File: src/rtl/mmio_spart.sv
// mmio_spart: memory-mapped 8N1 serial port on the CPU data-memory bus.
//   A 4-word register window holds DATA (TX push / RX pop), STATUS,
//   DIV_LO and DIV_HI. TX and RX bytes are buffered in small FIFOs.
// Ports:
//   clk, rst          system clock, asynchronous active-high reset
//   addr/re/we/wdata  CPU data bus request (single cycle)
//   rdata             read data, combinational from addr/re
//   txd               serial transmit line, idle high
//   rxd               serial receive line, asynchronous to clk
//   rx_rdy            high while the RX FIFO holds at least one byte
module mmio_spart #(
  parameter logic [15:0] BASE_ADDR  = 16'hC004,
  parameter int unsigned FIFO_DEPTH = 8,
  parameter logic [15:0] DIV_RESET  = 16'd5208
) (
  input  logic        clk,
  input  logic        rst,
  input  logic [15:0] addr,
  input  logic        re,
  input  logic        we,
  input  logic [15:0] wdata,
  output logic [15:0] rdata,
  output logic        txd,
  input  logic        rxd,
  output logic        rx_rdy
);

  localparam int unsigned PW = (FIFO_DEPTH > 1) ? $clog2(FIFO_DEPTH) : 1;
  localparam int unsigned CW = 4;
  localparam logic [CW-1:0] DEPTH_C = CW'(FIFO_DEPTH);
  localparam logic [15:0] DIV_MIN = 16'd16;

  typedef enum logic [1:0] {ST_IDLE, ST_START, ST_DATA, ST_STOP} ser_state_t;

  // Bus decode; a read strobe masks a simultaneous write
  logic       sel;
  logic [1:0] off;
  logic       rd_acc;
  logic       wr_acc;
  logic       wdata_unused;

  assign sel          = (addr[15:2] == BASE_ADDR[15:2]);
  assign off          = addr[1:0];
  assign rd_acc       = sel & re;
  assign wr_acc       = sel & we & ~re;
  assign wdata_unused = ^wdata[15:8];

  // Divisor register with a floor of 16 clocks per bit
  logic [15:0] div_q;
  logic [15:0] div_wr;

  always_comb begin
    div_wr = div_q;
    if (off == 2'd2) div_wr[7:0]  = wdata[7:0];
    else             div_wr[15:8] = wdata[7:0];
  end

  always_ff @(posedge clk or posedge rst) begin
    if (rst)                 div_q <= DIV_RESET;
    else if (wr_acc && off[1]) div_q <= (div_wr < DIV_MIN) ? DIV_MIN : div_wr;
  end

  // TX FIFO
  logic [7:0]    tx_mem [FIFO_DEPTH];
  logic [PW-1:0] tx_wp, tx_rp;
  logic [CW-1:0] tx_cnt, tx_cnt_n, tx_free;
  logic          tx_push, tx_pop, tx_full, tx_empty;
  logic [7:0]    tx_head;

  assign tx_full  = (tx_cnt == DEPTH_C);
  assign tx_empty = (tx_cnt == '0);
  assign tx_free  = DEPTH_C - tx_cnt;
  assign tx_head  = tx_mem[tx_rp];
  assign tx_push  = wr_acc && (off == 2'd0) && !tx_full;

  always_comb begin
    tx_cnt_n = tx_cnt;
    if (tx_push && !tx_pop)      tx_cnt_n = tx_cnt + CW'(1);
    else if (!tx_push && tx_pop) tx_cnt_n = tx_cnt - CW'(1);
  end

  always_ff @(posedge clk or posedge rst) begin
    if (rst) begin
      tx_wp  <= '0;
      tx_rp  <= '0;
      tx_cnt <= '0;
    end else begin
      if (tx_push) tx_wp <= tx_wp + PW'(1);
      if (tx_pop)  tx_rp <= tx_rp + PW'(1);
      tx_cnt <= tx_cnt_n;
    end
  end

  always_ff @(posedge clk) begin
    if (tx_push) tx_mem[tx_wp] <= wdata[7:0];
  end

  // RX FIFO; a pop frees the slot for a same-cycle push even when full
  logic [7:0]    rx_mem [FIFO_DEPTH];
  logic [PW-1:0] rx_wp, rx_rp;
  logic [CW-1:0] rx_cnt, rx_cnt_n;
  logic          rx_push, rx_wr, rx_pop, rx_full, rx_empty;
  logic [7:0]    rx_head;
  logic [7:0]    rx_sh;

  assign rx_full  = (rx_cnt == DEPTH_C);
  assign rx_empty = (rx_cnt == '0);
  assign rx_head  = rx_mem[rx_rp];
  assign rx_pop   = rd_acc && (off == 2'd0) && !rx_empty;
  assign rx_wr    = rx_push && (!rx_full || rx_pop);

  always_comb begin
    rx_cnt_n = rx_cnt;
    if (rx_wr && !rx_pop)      rx_cnt_n = rx_cnt + CW'(1);
    else if (!rx_wr && rx_pop) rx_cnt_n = rx_cnt - CW'(1);
  end

  always_ff @(posedge clk or posedge rst) begin
    if (rst) begin
      rx_wp  <= '0;
      rx_rp  <= '0;
      rx_cnt <= '0;
      rx_rdy <= 1'b0;
    end else begin
      if (rx_wr)  rx_wp <= rx_wp + PW'(1);
      if (rx_pop) rx_rp <= rx_rp + PW'(1);
      rx_cnt <= rx_cnt_n;
      rx_rdy <= (rx_cnt_n != '0);
    end
  end

  always_ff @(posedge clk) begin
    if (rx_wr) rx_mem[rx_wp] <= rx_sh;
  end

  // Sticky error flags: cleared by a STATUS read, a new event wins
  logic ferr, ovf;
  logic ferr_set, ovf_set;
  logic status_rd;

  assign status_rd = rd_acc && (off == 2'd1);
  assign ovf_set   = rx_push && rx_full && !rx_pop;

  always_ff @(posedge clk or posedge rst) begin
    if (rst) begin
      ferr <= 1'b0;
      ovf  <= 1'b0;
    end else begin
      ferr <= (ferr & ~status_rd) | ferr_set;
      ovf  <= (ovf & ~status_rd) | ovf_set;
    end
  end

  // Read mux
  always_comb begin
    rdata = 16'h0000;
    if (rd_acc) begin
      case (off)
        2'd0:    rdata = rx_empty ? 16'h0000 : {8'h00, rx_head};
        2'd1:    rdata = {ferr, ovf, 6'b000000, tx_free, rx_cnt};
        2'd2:    rdata = {8'h00, div_q[7:0]};
        default: rdata = {8'h00, div_q[15:8]};
      endcase
    end
  end

  // TX FSM: each state holds for tx_div clocks, divisor latched per frame
  ser_state_t tx_state, tx_state_n;
  logic [15:0] tx_tmr, tx_tmr_n, tx_div, tx_div_n;
  logic [2:0]  tx_bit, tx_bit_n;
  logic [7:0]  tx_sh, tx_sh_n;
  logic        txd_n;
  logic        tx_begin;

  always_ff @(posedge clk or posedge rst) begin
    if (rst) begin
      tx_state <= ST_IDLE;
      tx_tmr   <= '0;
      tx_div   <= DIV_RESET;
      tx_bit   <= '0;
      tx_sh    <= '0;
      txd      <= 1'b1;
    end else begin
      tx_state <= tx_state_n;
      tx_tmr   <= tx_tmr_n;
      tx_div   <= tx_div_n;
      tx_bit   <= tx_bit_n;
      tx_sh    <= tx_sh_n;
      txd      <= txd_n;
    end
  end

  always_comb begin
    tx_state_n = tx_state;
    tx_tmr_n   = (tx_tmr == '0) ? tx_tmr : tx_tmr - 16'd1;
    tx_div_n   = tx_div;
    tx_bit_n   = tx_bit;
    tx_sh_n    = tx_sh;
    txd_n      = txd;
    tx_pop     = 1'b0;
    tx_begin   = 1'b0;
    case (tx_state)
      ST_IDLE: begin
        txd_n = 1'b1;
        if (!tx_empty) tx_begin = 1'b1;
      end
      ST_START: begin
        if (tx_tmr == '0) begin
          tx_state_n = ST_DATA;
          tx_tmr_n   = tx_div - 16'd1;
          tx_bit_n   = 3'd0;
          txd_n      = tx_sh[0];
        end
      end
      ST_DATA: begin
        if (tx_tmr == '0) begin
          tx_tmr_n = tx_div - 16'd1;
          if (tx_bit == 3'd7) begin
            tx_state_n = ST_STOP;
            txd_n      = 1'b1;
          end else begin
            tx_bit_n = tx_bit + 3'd1;
            tx_sh_n  = {1'b0, tx_sh[7:1]};
            txd_n    = tx_sh[1];
          end
        end
      end
      ST_STOP: begin
        if (tx_tmr == '0) begin
          // Chain straight into the next frame when more data is queued
          if (!tx_empty) begin
            tx_begin = 1'b1;
          end else begin
            tx_state_n = ST_IDLE;
            txd_n      = 1'b1;
          end
        end
      end
      default: begin
        tx_state_n = ST_IDLE;
        txd_n      = 1'b1;
      end
    endcase
    if (tx_begin) begin
      tx_pop     = 1'b1;
      tx_state_n = ST_START;
      tx_sh_n    = tx_head;
      tx_div_n   = div_q;
      tx_tmr_n   = div_q - 16'd1;
      txd_n      = 1'b0;
    end
  end

  // RX synchroniser plus one extra stage for falling-edge detection
  logic rxd_s1, rxd_s2, rxd_s3;
  logic rx_fall;

  always_ff @(posedge clk or posedge rst) begin
    if (rst) begin
      rxd_s1 <= 1'b1;
      rxd_s2 <= 1'b1;
      rxd_s3 <= 1'b1;
    end else begin
      rxd_s1 <= rxd;
      rxd_s2 <= rxd_s1;
      rxd_s3 <= rxd_s2;
    end
  end

  assign rx_fall = rxd_s3 & ~rxd_s2;

  // RX FSM: half-bit wait to the start-bit centre, then full-bit strides
  ser_state_t rx_state, rx_state_n;
  logic [15:0] rx_tmr, rx_tmr_n, rx_div, rx_div_n;
  logic [2:0]  rx_bit, rx_bit_n;
  logic [7:0]  rx_sh_n;

  always_ff @(posedge clk or posedge rst) begin
    if (rst) begin
      rx_state <= ST_IDLE;
      rx_tmr   <= '0;
      rx_div   <= DIV_RESET;
      rx_bit   <= '0;
      rx_sh    <= '0;
    end else begin
      rx_state <= rx_state_n;
      rx_tmr   <= rx_tmr_n;
      rx_div   <= rx_div_n;
      rx_bit   <= rx_bit_n;
      rx_sh    <= rx_sh_n;
    end
  end

  always_comb begin
    rx_state_n = rx_state;
    rx_tmr_n   = (rx_tmr == '0) ? rx_tmr : rx_tmr - 16'd1;
    rx_div_n   = rx_div;
    rx_bit_n   = rx_bit;
    rx_sh_n    = rx_sh;
    rx_push    = 1'b0;
    ferr_set   = 1'b0;
    case (rx_state)
      ST_IDLE: begin
        if (rx_fall) begin
          rx_state_n = ST_START;
          rx_div_n   = div_q;
          rx_tmr_n   = {1'b0, div_q[15:1]} - 16'd1;
        end
      end
      ST_START: begin
        if (rx_tmr == '0) begin
          if (rxd_s2) begin
            rx_state_n = ST_IDLE;
          end else begin
            rx_state_n = ST_DATA;
            rx_tmr_n   = rx_div - 16'd1;
            rx_bit_n   = 3'd0;
          end
        end
      end
      ST_DATA: begin
        if (rx_tmr == '0) begin
          rx_sh_n  = {rxd_s2, rx_sh[7:1]};
          rx_tmr_n = rx_div - 16'd1;
          if (rx_bit == 3'd7) rx_state_n = ST_STOP;
          else                rx_bit_n   = rx_bit + 3'd1;
        end
      end
      ST_STOP: begin
        if (rx_tmr == '0) begin
          rx_state_n = ST_IDLE;
          if (rxd_s2) rx_push  = 1'b1;
          else        ferr_set = 1'b1;
        end
      end
      default: rx_state_n = ST_IDLE;
    endcase
  end

endmodule

File: config.mk
export PLATFORM = sky130hd
export DESIGN_NAME = mmio_spart
export DESIGN_NICKNAME = d
export VERILOG_FILES = /design/src/rtl/mmio_spart.sv
export SDC_FILE = /design/constraint.sdc
export NUM_CORES = 1
export LEC_CHECK = 0
export BUFFER_PORTS_ARGS = -buffer_cell sky130_fd_sc_hd__buf_2
export CAP_MARGIN = 20
export CORE_ASPECT_RATIO = 1.1
export CORE_MARGIN = 2
export CORE_UTILIZATION = 58
export CTS_BUF_LIST = sky130_fd_sc_hd__clkbuf_4
export CTS_CLUSTER_DIAMETER = 40
export CTS_CLUSTER_SIZE = 8
export DETAILED_ROUTE_END_ITERATION = 7
export PLACE_DENSITY = 0.85
export SLEW_MARGIN = 40
export SYNTH_ARGS = -nofsm -noshare
export SYNTH_HDL_FRONTEND = slang
export SYNTH_SLANG_ARGS = --single-unit
File: constraint.sdc
create_clock -name clk -period 4.3 [get_ports clk]
set_clock_uncertainty 0.2 [all_clocks]
set_input_delay 0.86 -clock clk [delete_from_list [all_inputs] [get_ports clk]]
set_output_delay 0.86 -clock clk [all_outputs]
set_load 0.05 [all_outputs]
==> impl_metrics.py <==
metrics = {
    "logic_synthesis": {
        "synth.distinct_cells": 67,
        "synth_top_area_frac": 0.297,
        "synth_area_um2": 12900,
        "ys_top_cells_by_area": "edfxtp_1 (30%), dfrtp_1 (22%), mux4_2 (5.6%)",
        "synth-edff-count": 128,
        "avgSynthCellArea_um2": 11.6,
        "ys_dominant_reg_cell": "edfxtp_1",
        "yosysMostFrequentCell": "nand2_1",
        "ys_seq_elements": 261,
        "synth_seq_area_share": 0.556,
        "syn_inst": 1119,
        "synth.largest_area_cell": "edfxtp_1",
        "yosysWarnings": 0,
        "synth_commonest_cells": "nand2_1 (176), edfxtp_1 (128), dfrtp_1 (114)",
        "async_flop_share": 0.510,
    },
    "placed_design": {
        "io_buffers": 40,
        "dpl.hpwl_mm": 19.7,
        "pre_cts_ws_ns": 0.370,
        "gp_congestion": 0.872,
        "placed_cell_area_um2": 13500,
        "place_inst": 1418,
    },
    "worst_setup_path": {
        "cp_cell_sequence": "mux4_2, mux2i_1, o22ai_1, o211a_1, buf_2",
        "critPathArrivalTime_ns": 2.89,
        "rr_startpoint": "rx_tmr[0]$_DFF_PP0_",
        "r2r-end": "rx_rdy$_DFF_PP0_",
        "crit_family": "flip-flops",
        "reg2reg_depth": 8,
        "startpoint_type": "flop",
        "crit_fanout": 18,
        "reg2reg_slack_ns": 0.65,
        "required_ns": 3.24,
        "end_kind": "output pin",
        "path_buf_inv": 1,
        "path_class": "flop to output pin",
        "cpPeakStageDelay_ns": 0.88,
        "crit_path_top_delay_cell": "dfrtp_1",
    },
    "cts": {
        "htree_levels": 2,
        "root_buffer": "clkbuf_4",
        "clk_pin_slew_ns": 0.09,
        "clkSinkCount": 261,
        "cts.hold.buffers_added": 0,
        "postCtsSetupBuffers": 0,
        "clock_latency_ns": 0.70,
        "cts_resized": 0,
        "cts-buffers-inserted": 43,
        "clock_path_buffers": 3,
        "cts_tree": "built",
    },
    "route": {
        "dr.first_iter.drc_count": 800,
        "drtPass1Iterations": 5,
        "ant_nets": 0,
        "via_count": 8953,
        "drcViolationCount": 0,
        "wl_per_cell_um": 18.9,
        "routed_wl_mm": 28.4,
        "via_per_inst": 5.98,
    },
    "global_routing": {
        "grt_pass1_wl_mm": 46.1,
        "grt_use_total": 0.248,
        "antenna_found_initial": 1,
        "first_global_vias": 8954,
        "grt_max_degree": 134,
        "grt-ovfl-total": 0,
    },
    "finish": {
        "fin_area_um2": 14100,
        "stdcell_count": 1498,
        "regArea_um2": 7200,
        "area_growth_pct": 8.99,
        "nets": 1234,
        "fill_cells": 1664,
        "drive_above_1_share": 0.192,
        "multi_input_area_um2": 5390,
    },
    "sta": {
        "drv_slew": 0,
        "fin_crit_sh": 0.918,
        "period_needed_ns": 3.95,
        "setup-violations-final": 0,
        "rsz0062_at_grt": "no",
        "worst_slack_ns": 0.353,
        "fmax_mhz": 253,
        "final_hold_viol_count": 0,
        "tightest_slew_ns": 0.821,
        "whs_ns": 0.0586,
        "relSlewSlack": 0.452,
        "fin_setup_tns_ns": 0,
    },
    "worst_hold_path": {
        "whs_endpoint": "rxd_s1$_DFF_PP1_",
        "hold_class": "input pin to flop",
        "worstHoldPathCells": 1,
        "min_from": "rxd",
    },
    "power": {
        "power.leakage_nw": 5.72,
        "pwr_density_cell_nw_per_um2": 398,
        "max-vdd-ir-drop_uv": 300,
    },
    "floorplanning": {
        "die_h_um": 161,
        "row_count": 57,
        "initial_core_util": 0.589,
        "die_w_um": 146,
        "dieArea_um2": 23500,
        "pin_count": 55,
        "core-area_um2": 22000,
    },
    "status": {
        "outcome": "complete, no violations",
    },
    "job": {
        "max_cap_violations": 0,
    },
}
==> logic make-up (layout without fill, tap and decap cells) <==
family | Yosys count | after routing | synth area share
AO/OA/AOI/OAI | 175 | 175 | 0.0898
XOR/XNOR | 86 | 86 | 0.0582
flip-flops | 261 | 261 | 0.556
adder cells (fa/ha/maj) | 29 | 29 | 0.0286
buffers and inverters | 95 | 173 | 0.0300
multiplexers | 72 | 72 | 0.0885
AND/OR/NAND/NOR | 400 | 400 | 0.148
other | 1 | 7 | 0.000290
==> registers in the layout (all words and copies together), names as in the netlist, 4 cells and up, named ones only <==
register and count:
div_q 16, rx_cnt 4, rx_div 16, rx_mem 64
rx_sh 8, rx_tmr 16, tx_cnt 4, tx_div 16
tx_mem 64, tx_sh 8, tx_tmr 16
==> how the worst max path moves through the flow <==
stage                         startpoint                     to  slack [ns]  cells past startpoint
floorplan           tx_tmr[11]$_DFF_PP0_  tx_cnt[3]$_DFFE_PP0P_        0.65                     15
global placement                 addr[3]  tx_cnt[3]$_DFFE_PP0P_        0.57                     13
detailed placement               addr[3]  tx_cnt[3]$_DFFE_PP0P_        0.37                     13
CTS                 rx_rp[1]$_DFFE_PP0N_               rdata[4]        0.39                      5
global route        rx_rp[1]$_DFFE_PP0N_               rdata[4]        0.24                      5
finish              rx_rp[1]$_DFFE_PP0N_               rdata[4]        0.35                      5
==> routing by layer <==
| metal | wire [um] | up-vias | global-route usage |
|---|---|---|---|
| met5 | 0 | - | 0 |
| met3 | 1780 | 66 | 0.0452 |
| li1 | - | 4175 | - |
| met1 | 11200 | 4359 | 0.313 |
| met4 | 889 | 0 | 0.0971 |
| met2 | 14500 | 353 | 0.429 |
==> power by group <==
part | total [mW] | switching, mW | leakage [nW] | internal, mW
logic | 0.824 | 0.459 | 2.56 | 0.365
clock network | 1.76 | 0.920 | 0.346 | 0.838
registers | 3.03 | 0.220 | 2.81 | 2.81
total | 5.61 | 1.60 | 5.72 | 4.01
==> placed cells by master (no fill, tap or decap), types with 38 or more instances in the layout <==
cell and n:
xnor2_1 48, dfrtp_1 114, xor2_1 38, nor2_1 66, edfxtp_1 128, nand2_1 176, o21ai_0 47, buf_2 40
clkbuf_4 66
==> through the flow <==
step	total power [mW]	utilization
floorplan	3.71	-
global placement	3.85	0.613
detailed placement	3.89	0.613
CTS	5.63	0.641
global route	5.89	0.642
finish	5.61	0.642
==> cell type report <==
class                   instances  share of cell area
clock buffers                  66              0.0351
multi-input cells             768               0.382
flip-flops and latches        261               0.510
clock inverters                13             0.00950
well taps                     295              0.0262
repair buffers                 66              0.0289
inverters                      28             0.00772
diodes                          1            0.000177
Power figures use the tool's default switching activity.
